`config.mk`:
```
export PLATFORM = sky130hd
export DESIGN_NAME = lattice_block_drain_flat
export DESIGN_NICKNAME = d
export VERILOG_FILES = /design/src/rtl/lattice_block_drain_pkg.sv /design/src/rtl/lattice_block_drain_if.sv /design/src/rtl/lattice_lane_select.sv /design/src/rtl/lattice_block_drain.sv /design/src/flat_wrapper.sv
export SDC_FILE = /design/constraint.sdc
export NUM_CORES = 1
export LEC_CHECK = 0
export ABC_AREA = 0
export CAP_MARGIN = 20
export CORE_MARGIN = 3
export CORE_UTILIZATION = 44
export DETAILED_ROUTE_END_ITERATION = 12
export GPL_TIMING_DRIVEN = 0
export PLACE_DENSITY = 0.77
export SLEW_MARGIN = 40
export SYNTH_ARGS = -nofsm -noshare
export SYNTH_HDL_FRONTEND = slang
export SYNTH_HIERARCHICAL = 1
export SYNTH_SLANG_ARGS = --single-unit
export TNS_END_PERCENT = 10
```
`constraint.sdc`:
```
create_clock -name i_clk -period 8.8 [get_ports i_clk]
set_clock_uncertainty 0.15 [all_clocks]
set_input_delay 0.88 -clock i_clk [delete_from_list [all_inputs] [get_ports i_clk]]
set_output_delay 0.88 -clock i_clk [all_outputs]
set_load 0.02 [all_outputs]
```
`src/rtl/lattice_block_drain_pkg.sv`:
```
// -----------------------------------------------------------------------------
// lattice_block_drain_pkg
// Shared constants and types for the lattice block drain path.
//   DATA_WIDTH / ADDRESS_WIDTH / NUM_DIRS : BRAM and stream geometry
//   BLOCK_CELLS                           : default cells per block
//   DIR_C0 .. DIR_CNW                     : D2Q9 lane indices in packed read data
//   state_e                               : drain FSM states
// Optional feature macro: LATTICE_DRAIN_CHECKSUM_EN (adds the StTrailer state).
// -----------------------------------------------------------------------------
package lattice_block_drain_pkg;

    localparam int unsigned DATA_WIDTH    = 32;
    localparam int unsigned ADDRESS_WIDTH = 10;
    localparam int unsigned BLOCK_CELLS   = 1024;
    localparam int unsigned NUM_DIRS      = 9;

    localparam int unsigned DIR_C0  = 0;
    localparam int unsigned DIR_CN  = 1;
    localparam int unsigned DIR_CNE = 2;
    localparam int unsigned DIR_CE  = 3;
    localparam int unsigned DIR_CSE = 4;
    localparam int unsigned DIR_CS  = 5;
    localparam int unsigned DIR_CSW = 6;
    localparam int unsigned DIR_CW  = 7;
    localparam int unsigned DIR_CNW = 8;

    typedef enum logic [2:0] {
        StIdle,
        StHeader,
        StFetch,
        StLatch,
        StEmit,
`ifdef LATTICE_DRAIN_CHECKSUM_EN
        StTrailer,
`endif
        StDone
    } state_e;

endpackage

```
`src/rtl/lattice_block_drain_if.sv`:
```
// -----------------------------------------------------------------------------
// lattice_block_drain_if
// Valid/ready word stream carrying a drained lattice block off-chip.
//   m_data  : stream word
//   m_valid : word present (never depends on m_ready)
//   m_ready : sink accepts the word
//   m_last  : final word of the block
// Modports: master (drain side), slave (DMA/stream side).
// -----------------------------------------------------------------------------
interface lattice_block_drain_if;

    logic [lattice_block_drain_pkg::DATA_WIDTH-1:0] m_data;
    logic                                           m_valid;
    logic                                           m_ready;
    logic                                           m_last;

    modport master (
        output m_data,
        output m_valid,
        output m_last,
        input  m_ready
    );

    modport slave (
        input  m_data,
        input  m_valid,
        input  m_last,
        output m_ready
    );

endinterface

```
`src/rtl/lattice_lane_select.sv`:
```
// -----------------------------------------------------------------------------
// lattice_lane_select
// Holding register for one cell's nine direction words plus a 9:1 lane mux.
//   i_clk, i_rst : clock, synchronous active-low reset
//   i_capture    : load all lanes from i_rd_data this cycle
//   i_rd_data    : packed BRAM read data, lane k at [k*DATA_WIDTH +: DATA_WIDTH]
//   i_lane       : lane to present on o_data
//   o_data       : selected holding-register word
// -----------------------------------------------------------------------------
module lattice_lane_select
    import lattice_block_drain_pkg::*;
(
    input  logic                         i_clk,
    input  logic                         i_rst,
    input  logic                         i_capture,
    input  logic [NUM_DIRS*DATA_WIDTH-1:0] i_rd_data,
    input  logic [3:0]                   i_lane,
    output logic [DATA_WIDTH-1:0]        o_data
);

    logic [DATA_WIDTH-1:0] r_hold [NUM_DIRS];

    always_ff @(posedge i_clk) begin
        if (!i_rst) begin
            for (int k = 0; k < int'(NUM_DIRS); k++) begin
                r_hold[k] <= '0;
            end
        end else if (i_capture) begin
            for (int k = 0; k < int'(NUM_DIRS); k++) begin
                r_hold[k] <= i_rd_data[k*DATA_WIDTH +: DATA_WIDTH];
            end
        end
    end

    // Out-of-range lanes read as zero rather than X.
    always_comb begin
        o_data = '0;
        if (i_lane <= 4'(DIR_CNW)) begin
            o_data = r_hold[i_lane];
        end
    end

endmodule

```
`src/rtl/lattice_block_drain.sv`:
```
// -----------------------------------------------------------------------------
// lattice_block_drain
// Reads one lattice block from the nine "next" distribution BRAMs and
// serialises it as: header (block index), then per cell 0..BLOCK_CELLS-1 the
// nine direction words c0..cnw, optionally followed by an XOR checksum word.
//   i_clk, i_rst    : clock, synchronous active-low reset
//   i_start         : begin draining (accepted in idle only)
//   i_block_index   : header word, latched on an accepted start
//   o_busy, o_done  : busy level / one-cycle completion pulse
//   o_bram_addr     : shared read address to the nine BRAMs
//   o_bram_rd_en    : read strobe, data returns one cycle later
//   i_bram_rd_data  : packed read data of all nine lanes
//   m_if            : output word stream (master modport)
// Optional feature macro: LATTICE_DRAIN_CHECKSUM_EN (trailer word with XOR of
// every cell word, m_last moves onto the trailer).
// -----------------------------------------------------------------------------
module lattice_block_drain
    import lattice_block_drain_pkg::*;
#(
    parameter int unsigned BLOCK_CELLS_P = BLOCK_CELLS
) (
    input  logic                           i_clk,
    input  logic                           i_rst,
    input  logic                           i_start,
    input  logic [DATA_WIDTH-1:0]          i_block_index,
    output logic                           o_busy,
    output logic                           o_done,
    output logic [ADDRESS_WIDTH-1:0]       o_bram_addr,
    output logic                           o_bram_rd_en,
    input  logic [NUM_DIRS*DATA_WIDTH-1:0] i_bram_rd_data,
    lattice_block_drain_if.master          m_if
);

    localparam logic [ADDRESS_WIDTH:0] LAST_CELL = (ADDRESS_WIDTH+1)'(BLOCK_CELLS_P - 1);
    localparam logic [3:0]             LAST_LANE = 4'(DIR_CNW);

    state_e                  r_state, w_state_next;
    logic [DATA_WIDTH-1:0]   r_index;
    logic [ADDRESS_WIDTH:0]  r_cell, w_cell_next;
    logic [3:0]              r_lane, w_lane_next;
    logic [DATA_WIDTH-1:0]   w_lane_data;
    logic [DATA_WIDTH-1:0]   w_data;
    logic                    w_valid;
    logic                    w_last;
    logic                    w_capture;
    logic                    w_accept;

    assign w_accept  = (r_state == StIdle) && i_start;
    assign w_capture = (r_state == StLatch);

    lattice_lane_select u_lane_select (
        .i_clk     (i_clk),
        .i_rst     (i_rst),
        .i_capture (w_capture),
        .i_rd_data (i_bram_rd_data),
        .i_lane    (r_lane),
        .o_data    (w_lane_data)
    );

`ifdef LATTICE_DRAIN_CHECKSUM_EN
    logic [DATA_WIDTH-1:0] r_csum;

    always_ff @(posedge i_clk) begin
        if (!i_rst) begin
            r_csum <= '0;
        end else if (w_accept) begin
            r_csum <= '0;
        end else if (r_state == StEmit && m_if.m_ready) begin
            r_csum <= r_csum ^ w_lane_data;
        end
    end
`endif

    always_ff @(posedge i_clk) begin
        if (!i_rst) begin
            r_state <= StIdle;
            r_index <= '0;
            r_cell  <= '0;
            r_lane  <= '0;
        end else begin
            r_state <= w_state_next;
            r_cell  <= w_cell_next;
            r_lane  <= w_lane_next;
            if (w_accept) begin
                r_index <= i_block_index;
            end
        end
    end

    // Outputs are decoded from registered state only, so m_valid never
    // sees m_ready combinationally and holds until the handshake.
    always_comb begin
        w_state_next = r_state;
        w_cell_next  = r_cell;
        w_lane_next  = r_lane;
        w_data       = '0;
        w_valid      = 1'b0;
        w_last       = 1'b0;
        o_bram_rd_en = 1'b0;
        o_busy       = 1'b1;
        o_done       = 1'b0;
        case (r_state)
            StIdle: begin
                o_busy = 1'b0;
                if (i_start) begin
                    w_cell_next  = '0;
                    w_lane_next  = '0;
                    w_state_next = StHeader;
                end
            end
            StHeader: begin
                w_valid = 1'b1;
                w_data  = r_index;
                if (m_if.m_ready) begin
                    w_state_next = StFetch;
                end
            end
            StFetch: begin
                o_bram_rd_en = 1'b1;
                w_state_next = StLatch;
            end
            StLatch: begin
                w_lane_next  = '0;
                w_state_next = StEmit;
            end
            StEmit: begin
                w_valid = 1'b1;
                w_data  = w_lane_data;
`ifndef LATTICE_DRAIN_CHECKSUM_EN
                w_last  = (r_lane == LAST_LANE) && (r_cell == LAST_CELL);
`endif
                if (m_if.m_ready) begin
                    if (r_lane != LAST_LANE) begin
                        w_lane_next = r_lane + 4'd1;
                    end else if (r_cell != LAST_CELL) begin
                        w_cell_next  = r_cell + 1'b1;
                        w_state_next = StFetch;
                    end else begin
`ifdef LATTICE_DRAIN_CHECKSUM_EN
                        w_state_next = StTrailer;
`else
                        w_state_next = StDone;
`endif
                    end
                end
            end
`ifdef LATTICE_DRAIN_CHECKSUM_EN
            StTrailer: begin
                w_valid = 1'b1;
                w_data  = r_csum;
                w_last  = 1'b1;
                if (m_if.m_ready) begin
                    w_state_next = StDone;
                end
            end
`endif
            StDone: begin
                o_busy       = 1'b0;
                o_done       = 1'b1;
                w_state_next = StIdle;
            end
            default: begin
                o_busy       = 1'b0;
                w_state_next = StIdle;
            end
        endcase
    end

    assign o_bram_addr  = r_cell[ADDRESS_WIDTH-1:0];
    assign m_if.m_data  = w_data;
    assign m_if.m_valid = w_valid;
    assign m_if.m_last  = w_last;

endmodule

```
`src/flat_wrapper.sv`:
```
// flat-port wrapper written by rule: the top's interface ports become plain ports
module lattice_block_drain_flat import lattice_block_drain_pkg::*;
#(
    parameter int unsigned BLOCK_CELLS_P = BLOCK_CELLS
)
  (i_clk, i_rst, i_start, i_block_index, o_busy, o_done, o_bram_addr, o_bram_rd_en, i_bram_rd_data, m_if_m_data, m_if_m_valid, m_if_m_last, m_if_m_ready);
  lattice_block_drain_if m_if_i ();
  input  logic i_clk;
  input  logic i_rst;
  input  logic i_start;
  input  logic [DATA_WIDTH-1:0] i_block_index;
  output logic o_busy;
  output logic o_done;
  output logic [ADDRESS_WIDTH-1:0] o_bram_addr;
  output logic o_bram_rd_en;
  input  logic [NUM_DIRS*DATA_WIDTH-1:0] i_bram_rd_data;
  output wire logic [$bits(m_if_i.m_data)-1:0] m_if_m_data;
  output wire logic [$bits(m_if_i.m_valid)-1:0] m_if_m_valid;
  output wire logic [$bits(m_if_i.m_last)-1:0] m_if_m_last;
  input wire logic [$bits(m_if_i.m_ready)-1:0] m_if_m_ready;
  assign m_if_m_data = m_if_i.m_data;
  assign m_if_m_valid = m_if_i.m_valid;
  assign m_if_m_last = m_if_i.m_last;
  assign m_if_i.m_ready = m_if_m_ready;
  lattice_block_drain #(.BLOCK_CELLS_P(BLOCK_CELLS_P)) u_core (.i_clk(i_clk), .i_rst(i_rst), .i_start(i_start), .i_block_index(i_block_index), .o_busy(o_busy), .o_done(o_done), .o_bram_addr(o_bram_addr), .o_bram_rd_en(o_bram_rd_en), .i_bram_rd_data(i_bram_rd_data), .m_if(m_if_i));
endmodule
```
=== Yosys cells after proc, flatten, opt, wreduce, memory -nomap -nowiden ===
Memories as Yosys holds them, arrays and structs flattened. A register that Yosys moved wholly into a read port is not among the register bits.
Cells that the tools add are included.

* Add/sub/neg operators: 2
* Magnitude comparators: 1
* Eq/ne operators: 15
* Mux-type cells: 37
* Bitwise operators: 9
* Reductions and logical operators: 10

{| class="wikitable"
|+ Operators by type and width
! cell !! number
|-
| two-way mux 32 bit || 10
|-
| one-hot mux 32 bit (2 select lines) || 1
|-
| two-way mux 11 bit || 4
|-
| one-hot mux 11 bit (2 select lines) || 1
|-
| two-way mux 4 bit || 5
|-
| two-way mux 3 bit || 5
|-
| one-hot mux 3 bit (5 select lines) || 1
|-
| one-hot mux 4 bit (3 select lines) || 1
|-
| adder 11 x 1 -> 11 bit (second input constant) || 1
|-
| == test 11 x 10 -> 1 bit (second input constant) || 1
|-
| inequality test 11 x 10 -> 1 bit (second input constant) || 1
|-
| two-way mux 1 bit || 9
|-
| bitwise OR 1 bit || 9
|-
| inequality test 2 bit (second input constant) || 4
|-
| AND reduction 4 bit || 2
|-
| == test 3 x 2 -> 1 bit (second input constant) || 2
|-
| == test 3 bit (second input constant) || 2
|-
| AND reduction 5 bit || 1
|-
| adder 4 x 1 -> 4 bit (second input constant) || 1
|-
| == test 4 bit (second input constant) || 1
|-
| <= comparator 4 bit (second input constant) || 1
|-
| inequality test 2 x 1 -> 1 bit (second input constant) || 2
|-
| inequality test 4 bit (second input constant) || 1
|-
| OR reduction 4 bit || 1
|-
| 6 further kinds || 7
|}

* Register bits after elaboration: 50
* Memory bits (writable): 288
* Word-level logic and storage cells: 79
* Memories: 1

{| class="wikitable"
|+ Memories
! name !! words !! width !! rd ports !! clocked after Yosys merged registers in !! write ports !! RTL line !! text
|-
| u_core.u_lane_select.r_hold || 9 || 32 || 1 || 1 || 9 || lattice_lane_select.sv:21 || <nowiki>logic [DATA_WIDTH-1:0] r_hold [NUM_DIRS];</nowiki>
|}

=== Depth between registers and ports, before layout ===
Gate-level depths: netlist of the first run.

* Depth after elaboration: 6
* Mapped depth: 9

=== By module ===
Netlist of the first run, hierarchy kept.

{| class="wikitable"
|+ Modules (own cells, without submodules)
! module !! times used !! cells each !! area an instance (sq um)
|-
| lattice_lane_select || 1 || 932 || 13211.4
|-
| lattice_block_drain || 1 || 330 || 2628.8
|}

=== Worst setup path after synthesis of the first run ===
OpenSTA, ideal clock, no wires.

* Path type: flip-flop to flip-flop
* Start: reg u_core.r_state[0]
* End: mem u_core.u_lane_select.r_hold[0][0] (enable)
* Library setup time: 0.702 ns
* Arrival time: 8.252 ns
* Data required time: 7.948 ns
* Path slack: -0.304 ns
* Stages on the path, launching flop included: 7
* Path buffers: 3
* Cells stage by stage: dfxtp_1 -> buf_1 -> nand2b_1 -> nor2_1 -> buf_2 -> clkbuf_1 -> nand2b_1

{| class="wikitable"
|+ RTL lines
! what !! RTL line !! text
|-
| from (decl) || lattice_block_drain.sv:37 || <nowiki>state_e r_state, w_state_next;</nowiki>
|-
| from (signal assigned) || lattice_block_drain.sv:76 || <nowiki>r_state <= StIdle;</nowiki>
|-
| from (signal assigned) || lattice_block_drain.sv:81 || <nowiki>r_state <= w_state_next;</nowiki>
|-
| to (decl) || lattice_lane_select.sv:21 ||
|}

=== Final worst setup path of the first run ===
* Start: reg u_core.r_state[0]
* End: out m_if_m_data[25]

* Word-level cells in the longest chain between the ends: 2
* Elaborated cells on any way between the ends: 3

{| class="wikitable"
|+ RTL lines
! what !! RTL line !! text
|-
| == test 3 bit / == test 3 x 1 -> 1 bit (equally long branches) || lattice_block_drain.sv:102 || <nowiki>case (r_state)</nowiki>
|-
| one-hot mux 32 bit (2 select lines) (*) || lattice_block_drain.sv:102 ||
|-
| to (decl) || flat_wrapper.sv:17 || <nowiki>output wire logic [$bits(m_if_i.m_data)-1:0] m_if_m_data;</nowiki>
|}

Every way passes the cells marked *; elsewhere a longest branch is shown, timed or not.

==> results of run 1 <==
-- synth_stat cells, drive strengths merged, types with 3 or more instances --
cell | count | area share [%]
a211oi | 4 | 0.22
a21oi | 41 | 1.3
a22o | 32 | 1.8
and3 | 292 | 12
buf | 44 | 2.5
clkbuf | 85 | 2.0
dfxtp | 50 | 6.3
edfxtp | 288 | 55
ha | 3 | 0.24
inv | 8 | 0.19
mux2 | 34 | 2.4
mux2i | 65 | 4.1
mux4 | 17 | 2.5
nand2 | 102 | 2.4
nand2b | 6 | 0.24
nand3 | 13 | 0.41
nand3b | 3 | 0.14
nand4 | 5 | 0.20
nor2 | 25 | 0.59
nor2b | 18 | 0.71
nor3 | 5 | 0.19
o21ai | 23 | 0.73
o22ai | 48 | 1.9
o311ai | 3 | 0.17
o31ai | 19 | 0.90
or3 | 3 | 0.12
-- how the worst max path moves through the flow --
stage                                         end  slack (ns)  cells past startpoint
5_1_grt                           m_if_m_data[25]        4.08                      6
3_5_place_dp                      m_if_m_data[25]        4.87                      5
6_report                          m_if_m_data[25]        4.25                      6
2_1_floorplan   u_core/u_lane_select/r_hold[0][0]        3.16                      6
4_1_cts                           m_if_m_data[25]        4.30                      5
3_3_place_gp   u_core/u_lane_select/r_hold[4][30]        0.76                      4
-- where the power goes --
| group | internal (mW) | leakage, nW | switching, mW |
|---|---|---|---|
| clock network | 0.926 | 0.605 | 0.633 |
| logic | 0.327 | 4.66 | 0.358 |
| registers | 1.83 | 3.39 | 0.0329 |
| total | 3.08 | 8.65 | 1.02 |
-- through the flow --
step / util [%] / instance area, um^2 / power (mW) / instances
final: 61.5 / 21500 / 4.11 / 2163
after global routing: 61.5 / 21500 / 4.24 / 2162
after CTS: 61.4 / 21500 / 4.12 / 2160
after detailed placement: 57.9 / 20300 / 2.57 / 2093
after global placement: 57.5 / 20100 / 2.57 / 2086
after floorplan: - / 15800 / 2.24 / 1262
-- worst min-delay path, stage by stage, from the launching register on --
cell	delay, ns
dfxtp_1	0.31
nand2_1	0.05
a21oi_1	0.06
-- cell families after synthesis --
| logic type | share of synthesized area [%] |
|---|---|
| and+or+nand+nor | 17.4 |
| DFF | 60.9 |
| AOI/OAI and AO/OA | 7.60 |
| buffers and inverters | 4.73 |
| muxes | 9.01 |
| adders and majority gates | 0.237 |
| xor gates and xnor gates | 0.111 |
-- cell usage in the layout, fill, tap and decap left out, drive strengths merged, types with 6 or more instances in the layout --
cell           count
a21oi             41
a22o              32
and3             292
buf               51
clkbuf           132
clkdlybuf4s50    369
clkinv            14
dfxtp             50
edfxtp           288
inv                9
mux2              34
mux2i             65
mux4              17
nand2            102
nand2b             6
nand3             13
nor2              25
nor2b             18
o21ai             23
o22ai             48
o31ai             19
-- registers in the layout, indices dropped and copies added (netlist names) --
name / count
u_core/r_cell: 11
u_core/r_index: 32
u_core/r_lane: 4
u_core/r_state: 3
u_core/u_lane_select/r_hold: 288
-- layout make-up --
cell class | count | area (um^2) | share of cell area [%]
Antenna cell | 3 | 7.51 | 0.0349
Buffer | 130 | 721 | 3.35
Clock buffer | 47 | 995 | 4.63
Clock inverter | 20 | 235 | 1.09
Inverter | 8 | 30.0 | 0.140
Multi-Input combinational cell | 786 | 5460 | 25.4
Sequential cell | 338 | 9650 | 44.9
Tap cell | 455 | 569 | 2.65
Timing Repair Buffer | 376 | 3830 | 17.8
-- routing by layer --
metal,GRT usage (%),vias to the layer above,share of wire (%)
met4,7.08,4,2.6
met3,4.83,84,8.2
li1,-,5641,-
met1,35.2,6000,40
met5,0,-,0.065
met2,45.2,608,49
==> impl_metrics.json, run 1 <==
{
  "status": "finished clean",
  "overflow": 0,
  "hold_buffers": 0,
  "grt.total_usage_pct": 26.5,
  "setup_tns_ns": 0,
  "fin_ws_ns": 4.25,
  "rsz0062_at_grt": "false",
  "fin_crit_ns": 4.55,
  "worstSetupPathType": "flop to output pin",
  "grt_pass1_vias": 12300,
  "synthArstFlopShare_pct": 0,
  "worstHoldEndpoint": "u_core/r_index[25]",
  "yosys_warnings": 6,
  "worstPathCellList": "buf_1 -> nand2b_1 -> nor2_1 -> clkbuf_1 -> a22o_1 -> clkdlybuf4s50_1",
  "critPathRequiredTime_ns": 7.77,
  "ios": 371,
  "cts-root-buf": "clkbuf_16",
  "ys.flop_type": "edfxtp_1",
  "worstPathArrival_ns": 3.52,
  "cts_max_level": 2,
  "hold_viol_final": 0,
  "start_util_pct": 45.3,
  "place_congestion": 0.894,
  "hold_depth": 2,
  "cts_tree": "built",
  "cts_setup_buffers": 0,
  "startpoint_type": "flop",
  "pre_cts_ws_ns": 4.87,
  "syn2layout_area_growth_pct": 35.7,
  "cts.sinks": 338,
  "grt_max_degree": 46,
  "r2r_cells": 9,
  "worst_pin_slew_ns": 0.653,
  "dp_hpwl_um": 40200,
  "dieArea_mm2": 0.0383,
  "worstSetupStartpoint": "u_core/r_state[0]",
  "timing.hold.ws_ns": 0.314,
  "fp.dieH_um": 196,
  "r2r_slack_ns": 5.03,
  "syn_area_mm2": 0.0158,
  "syn_inst": 1262,
  "max-slew-margin-rel_pct": 56.5,
  "hp-start": "u_core/r_index[25]",
  "cts-buffers-inserted": 37,
  "slowest_stage": "clkdlybuf4s50_1",
  "drv_slew": 0,
  "r2r-end": "u_core/u_lane_select/r_hold[8][19]",
  "ant_nets": 0,
  "rr_startpoint": "u_core/r_state[0]",
  "hp-class": "flop to flop",
  "antenna_found_initial": 4,
  "postCtsResizedCells": 0,
  "portBuffers": 369,
  "clock_path_buffers": 3,
  "ir_drop_mv": 0.121,
  "max_stage_delay_ns": 0.63,
  "insertion_delay_ns": 0.52,
  "layout.nets": 2004,
  "die_w_um": 196,
  "drv_cap": 0,
  "coreArea_mm2": 0.0350,
  "rows": 68,
  "critical-path-top-delay-family": "buffers and inverters",
  "routedWlPerCell_um": 24.3,
  "synth_edf_count": 288,
  "clock.fmax_mhz": 220,
  "critPathBufInv": 3,
  "yosysUniqueCellTypes": 59,
  "cp_max_fo": 10,
  "p_leak_nw": 8.65,
  "seq_area_frac_synth_pct": 60.9,
  "cellPowerDensity_mw_per_mm2": 191,
  "drive_gt1_share_pct": 9.68,
  "n_fill_cell": 2712,
  "grt_pass1_wl_um": 76200,
  "dr.pass1.iters": 8,
  "crit_path_end_kind": "output pin",
  "post_drt_via_cell_ratio": 5.70,
  "num_vias": 12300,
  "drt_wl_total_um": 52500,
  "syn_area_per_cell_um2": 12.6,
  "setup_violations": 0,
  "finalCritPeriodShare_pct": 51.7,
  "drt_iter0_markers": 1029,
  "drc_errors": 0,
  "synth-seq-cells": 338,
  "syn-num-nets": 1589,
  "clkTransAtPathRegs_ns": 0.06
}
(Power assumes the default switching activity.)
==> run 2, diff against run 1 <==
Clock period 8.8 ns to 4.1 ns, I/O delays scaled along.
==> run 2 against run 1 <==
Net effect:
- clock power increased by 110%
- combinational power increased by 120%
- critical path depth increased by 2
- largest cell class unchanged
- largest power group unchanged
- highest routed layer unchanged
==> impl_metrics.json, run 2 (same netlist as run 1, synthesis figures left out) <==
{
  "worstPathCellList": "buf_2 -> nand2b_1 -> buf_2 -> o22ai_1 -> nor2_1 -> o21ai_1 -> a22o_1 -> clkdlybuf4s50_1",
  "slowest_stage": "clkdlybuf4s50_1",
  "cts.sinks": 338,
  "antenna_found_initial": 3,
  "routedWlPerCell_um": 24.5,
  "r2r_slack_ns": 0.40,
  "worstHoldEndpoint": "u_core/r_cell[8]",
  "hold_depth": 3,
  "max-slew-margin-rel_pct": 55.0,
  "layout.nets": 2003,
  "place_congestion": 0.867,
  "dp_hpwl_um": 41100,
  "post_drt_via_cell_ratio": 5.72,
  "drv_cap": 0,
  "max_stage_delay_ns": 0.60,
  "grt.total_usage_pct": 26.7,
  "insertion_delay_ns": 0.50,
  "num_vias": 12300,
  "coreArea_mm2": 0.0350,
  "cts-buffers-inserted": 36,
  "worstSetupStartpoint": "u_core/r_lane[2]",
  "crit_path_end_kind": "output pin",
  "mostFrequentLayoutCells": "369 x clkdlybuf4s50_1, 292 x and3_1, 288 x edfxtp_1, 102 x nand2_1, 86 x clkbuf_1",
  "largest_register_ffs": 288,
  "status": "finished clean",
  "p_leak_nw": 8.65,
  "hp-class": "primary input to flop",
  "drt_iter0_markers": 1037,
  "ios": 371,
  "drc_errors": 0,
  "start_util_pct": 45.3,
  "clock.fmax_mhz": 250,
  "hold_viol_final": 0,
  "largest_registers": "u_core/u_lane_select/r_hold x288, u_core/r_index x32, u_core/r_cell x11",
  "worst_path_most_repeated_cell": "buf_2",
  "rows": 68,
  "r2r_cells": 10,
  "dieArea_mm2": 0.0383,
  "worstSetupPathType": "flop to output pin",
  "finalCritPeriodShare_pct": 97.7,
  "drive_gt1_share_pct": 9.63,
  "fin_crit_ns": 4.00,
  "r2r-end": "u_core/u_lane_select/r_hold[7][22]",
  "die_w_um": 196,
  "dr.pass1.iters": 5,
  "rr_startpoint": "u_core/r_state[2]",
  "cts_tree": "built",
  "syn2layout_area_growth_pct": 35.5,
  "startpoint_type": "flop",
  "placedCellCount": 2093,
  "cts_max_level": 2,
  "grt_pass1_vias": 12600,
  "fin_cells": 2160,
  "timing.hold.ws_ns": 0.201,
  "layout_commonest_cell": "clkdlybuf4s50_1",
  "critPathRequiredTime_ns": 3.54,
  "n_fill_cell": 2734,
  "regMostFlops": "u_core/u_lane_select/r_hold",
  "setup_violations": 0,
  "finalPower_mw": 8.72,
  "overflow": 0,
  "ir_drop_mv": 0.303,
  "worstPathArrival_ns": 3.44,
  "cellPowerDensity_mw_per_mm2": 406,
  "hp-start": "m_if_m_ready",
  "cp_max_fo": 10,
  "ant_nets": 0,
  "worst_pin_slew_ns": 0.671,
  "cts-root-buf": "clkbuf_16",
  "fin_util_pct": 61.4,
  "rsz0062_at_grt": "false",
  "drt_wl_total_um": 52900,
  "clkTransAtPathRegs_ns": 0.06,
  "grt_max_degree": 47,
  "fp.dieH_um": 196,
  "drv_slew": 0,
  "clock_path_buffers": 3,
  "grt_pass1_wl_um": 76800,
  "portBuffers": 369
}
==> run 2: changes by cell type in the layout (fill, tap and decap cells not counted), sizes merged <==
cell    before  now
inv          9    8
buf         51   50
bufinv       4    3
clkinv      14   18
diode        3    2
clkbuf     132  129
==> run 2: report_power, final <==
part / total, mW / switching (mW) / internal (mW)
clock network: 3.24 / 1.32 / 1.93
logic: 1.48 / 0.774 / 0.704
registers: 3.99 / 0.0695 / 3.93
==> run 2: critical path: cells and delay by family (launching register included) <==
kind                   cells  cell delay, ns
AO/OA/AOI/OAI              3            0.82
flip-flops                 1            0.59
AND/OR/NAND/NOR            2            0.35
buffers and inverters      3            1.16
==> run 2: metrics by stage <==
step	setup slack (ns)	setup TNS, ns	cell area [um^2]
floorplan	0.144	0	15800
global placement	-1.23	-344.05	20100
detailed placement	0.252	0	20300
CTS	0.110	0	21500
global route	0.000356	0	21500
finish	0.0955	0	21500
==> run 2: area by class of cell <==
class	instances	area (um^2)	area share (%)
multi-input combinational	786	5450	25.4
inverter	8	30.0	0.140
antenna	2	5.00	0.0233
buffer	130	722	3.36
tap	455	569	2.65
clock buffer	43	1000	4.66
timing repair buffer	376	3840	17.9
clock inverter	22	191	0.892
sequential	338	9650	45.0
==> run 2: metal layers <==
metal	track usage, %	routed length [um]	vias to the layer above
met1	35.1	20900	5950
met4	11.2	2290	2
met2	43.4	25000	645
met3	5.63	4720	105
met5	0	13	-
li1	-	-	5644
==> run 2: worst max-delay path by stage <==
stage                     cells past startpoint  slack, ns                                  to
after CTS                                    10       0.11                      m_if_m_data[3]
after detailed placement                     10       0.25  u_core/u_lane_select/r_hold[7][21]
final                                         8        0.1                      m_if_m_data[8]
after floorplan                               6       0.14   u_core/u_lane_select/r_hold[0][0]
after global routing                          8     0.0004                     m_if_m_data[16]
after global placement                        4      -1.23  u_core/u_lane_select/r_hold[7][21]
==> run 2: timing repair <==
| action | CTS | global route |
|---|---|---|
| gates resized for setup | 0 | 3 |
| setup buffers | 0 | 0 |
| hold endpoints to repair | 0 | 0 |
| hold buffers | 0 | 0 |
| setup endpoints to repair | 0 | 94 |
==> run 3, diff against run 2 <==
Settings changed: ABC_AREA 0 to 1, PLACE_DENSITY 0.77 to 0.76.
==> run 3 against run 2 <==
Net effect:
- critical path depth is 1 higher
- register-to-register slack improved by 0.82 ns
- count of clock-buffer cells in the layout increased by 5
- non-clock buffer count is 18 lower
- synthesized cell count up 60%
- die area rose by 5.6%
- sequential power rose by 1%
- cell count rose by 38%
- routed wire length grew 4.3%
==> impl_metrics.json, run 3 <==
{
  "crit_path_end_kind": "output pin",
  "grt_max_degree": 81,
  "setup_violations": 0,
  "cts_max_level": 2,
  "hp-class": "flop to flop",
  "fin_area_mm2": 0.0224,
  "worst_pin_slew_ns": 0.721,
  "drc_errors": 0,
  "cts.sinks": 338,
  "max-slew-margin-rel_pct": 51.8,
  "rows": 70,
  "start_util_pct": 45.2,
  "syn2layout_area_growth_pct": 33.8,
  "syn_area_per_cell_um2": 8.27,
  "synth_top_cell_by_area": "edfxtp_1",
  "cts_tree": "built",
  "grt_pass1_vias": 14100,
  "synth_top_area_share_pct": 51.6,
  "synth_commonest_cells": "429 x nand2_1, 414 x inv_1, 348 x nor2_1",
  "overflow": 0,
  "worst_path_most_repeated_cell": "nand3_1",
  "cellPowerDensity_mw_per_mm2": 420,
  "synth-seq-cells": 338,
  "insertion_delay_ns": 0.52,
  "dr.pass1.iters": 6,
  "cts-buffers-inserted": 37,
  "timing.hold.ws_ns": 0.301,
  "largest_registers": "u_core/u_lane_select/r_hold x288, u_core/r_index x32, u_core/r_cell x11",
  "cts_setup_buffers": 0,
  "drt_wl_total_um": 55200,
  "synth_edf_count": 288,
  "ys.flop_type": "edfxtp_1",
  "yosysUniqueCellTypes": 33,
  "p_leak_nw": 10.1,
  "syn_inst": 2024,
  "clock_path_buffers": 3,
  "worstSetupPathType": "flop to output pin",
  "portBuffers": 370,
  "regMostFlops": "u_core/u_lane_select/r_hold",
  "drv_slew": 0,
  "mostFrequentLayoutCells": "428 x nand2_1, 414 x inv_1, 370 x clkdlybuf4s50_1, 348 x nor2_1, 288 x edfxtp_1",
  "grt_pass1_wl_um": 82100,
  "layout_commonest_cell": "nand2_1",
  "n_fill_cell": 3186,
  "place_congestion": 0.898,
  "fin_crit_ns": 3.95,
  "netlist_top_cells_area": "edfxtp_1 52%, nand2_1 9.6%, inv_1 9.3%",
  "cp_max_fo": 10,
  "seq_area_frac_synth_pct": 57.6,
  "antenna_found_initial": 3,
  "rr_startpoint": "u_core/r_state[2]",
  "dieArea_mm2": 0.0404,
  "drv_cap": 0,
  "hold_buffers": 0,
  "hp-start": "u_core/r_index[27]",
  "status": "finished clean",
  "postCtsResizedCells": 0,
  "yosysMostFrequentCell": "nand2_1",
  "num_vias": 14600,
  "slowest_stage": "clkdlybuf4s50_1",
  "die_w_um": 201,
  "dp_hpwl_um": 43100,
  "post_drt_via_cell_ratio": 4.92,
  "worstPathArrival_ns": 3.39,
  "cts-root-buf": "clkbuf_16",
  "layout.nets": 2763,
  "critPathRequiredTime_ns": 3.54,
  "largest_register_ffs": 288,
  "drt_iter0_markers": 1597,
  "grt.total_usage_pct": 26.6,
  "ant_nets": 0,
  "worstSetupStartpoint": "u_core/r_lane[1]",
  "rsz0062_at_grt": "false",
  "max_stage_delay_ns": 0.70,
  "syn_area_mm2": 0.0167,
  "placed_cell_area_mm2": 0.0212,
  "yosys_warnings": 6,
  "fp.dieH_um": 201,
  "finalPower_mw": 9.42,
  "finalCritPeriodShare_pct": 96.4,
  "syn-num-nets": 2351,
  "routedWlPerCell_um": 18.6,
  "clock.fmax_mhz": 253,
  "clkTransAtPathRegs_ns": 0.06,
  "hold_viol_final": 0,
  "worstPathCellList": "buf_2 -> buf_1 -> nand3_1 -> nand3_1 -> nand3_1 -> nand2_1 -> nand2_1 -> o21ai_0 -> clkdlybuf4s50_1",
  "coreArea_mm2": 0.0370,
  "synthArstFlopShare_pct": 0,
  "startpoint_type": "flop",
  "drive_gt1_share_pct": 6.45,
  "fin_util_pct": 60.5,
  "ir_drop_mv": 0.246,
  "ios": 371
}
-- run 3: per-layer routing --
layer | share of wire, % | GRT usage [%] | vias up
met2 | 48 | 43.9 | 754
met5 | 0 | 0 | -
met1 | 40 | 35.5 | 6694
met3 | 8.3 | 3.56 | 96
li1 | - | - | 7068
met4 | 4.0 | 11.4 | 0
-- run 3: cell type report --
class	count	area, um^2	area share, %
antenna	3	7.51	0.0335
buffer	115	577	2.57
clock buffer	48	1020	4.55
clock inverter	20	205	0.915
inverter	420	1580	7.03
multi-input combinational	1151	4960	22.1
sequential	338	9650	43.1
tap	504	631	2.81
timing repair buffer	373	3790	16.9
-- run 3: final timing paths --
check	slack, ns	depth (start not counted)	end
worst max register to register	1.22	7	u_core/u_lane_select/r_hold[1][17]
worst max-delay path	0.15	9	m_if_m_data[2]
worst min register to register	0.30	2	u_core/r_index[27]
worst min-delay path	0.30	2	u_core/r_index[27]
-- run 3: worst max-delay path, delay by kind of cell (launching register included) --
family,cells,cell delay (ns)
AO/OA/AOI/OAI,1,0.18
buffers and inverters,3,1.61
AND/OR/NAND/NOR,5,0.64
flip-flops,1,0.42
-- run 3: power breakdown --
group          leakage [nW]  internal [mW]  switching (mW)  total (mW)
Clock                 0.598           1.97            1.38        3.35
Combinational          6.11          0.736            1.30        2.04
Sequential             3.39           3.96          0.0778        4.04
-- run 3: stage by stage --
step | TNS, ns | setup WS (ns) | cells
final | 0 | 0.149 | 2972
after global routing | 0 | 0.0119 | 2972
after CTS | 0 | 0.172 | 2969
after detailed placement | 0 | 0.730 | 2901
after global placement | -25.90 | -0.105 | 2898
after floorplan | 0 | 0.820 | 2024
-- run 3: kinds of logic (layout without fill, tap and decap cells) --
logic type / after synthesis / after routing / share of synthesized area (%)
AOI/OAI and AO/OA: 153 / 153 / 4.63
adders and majority gates: 3 / 3 / 0.224
other: 0 / 3 / 0
xor gates and xnor gates: 1 / 1 / 0.0523
DFF: 338 / 338 / 57.6
and+or+nand+nor: 994 / 994 / 24.6
buffers and inverters: 535 / 976 / 12.9
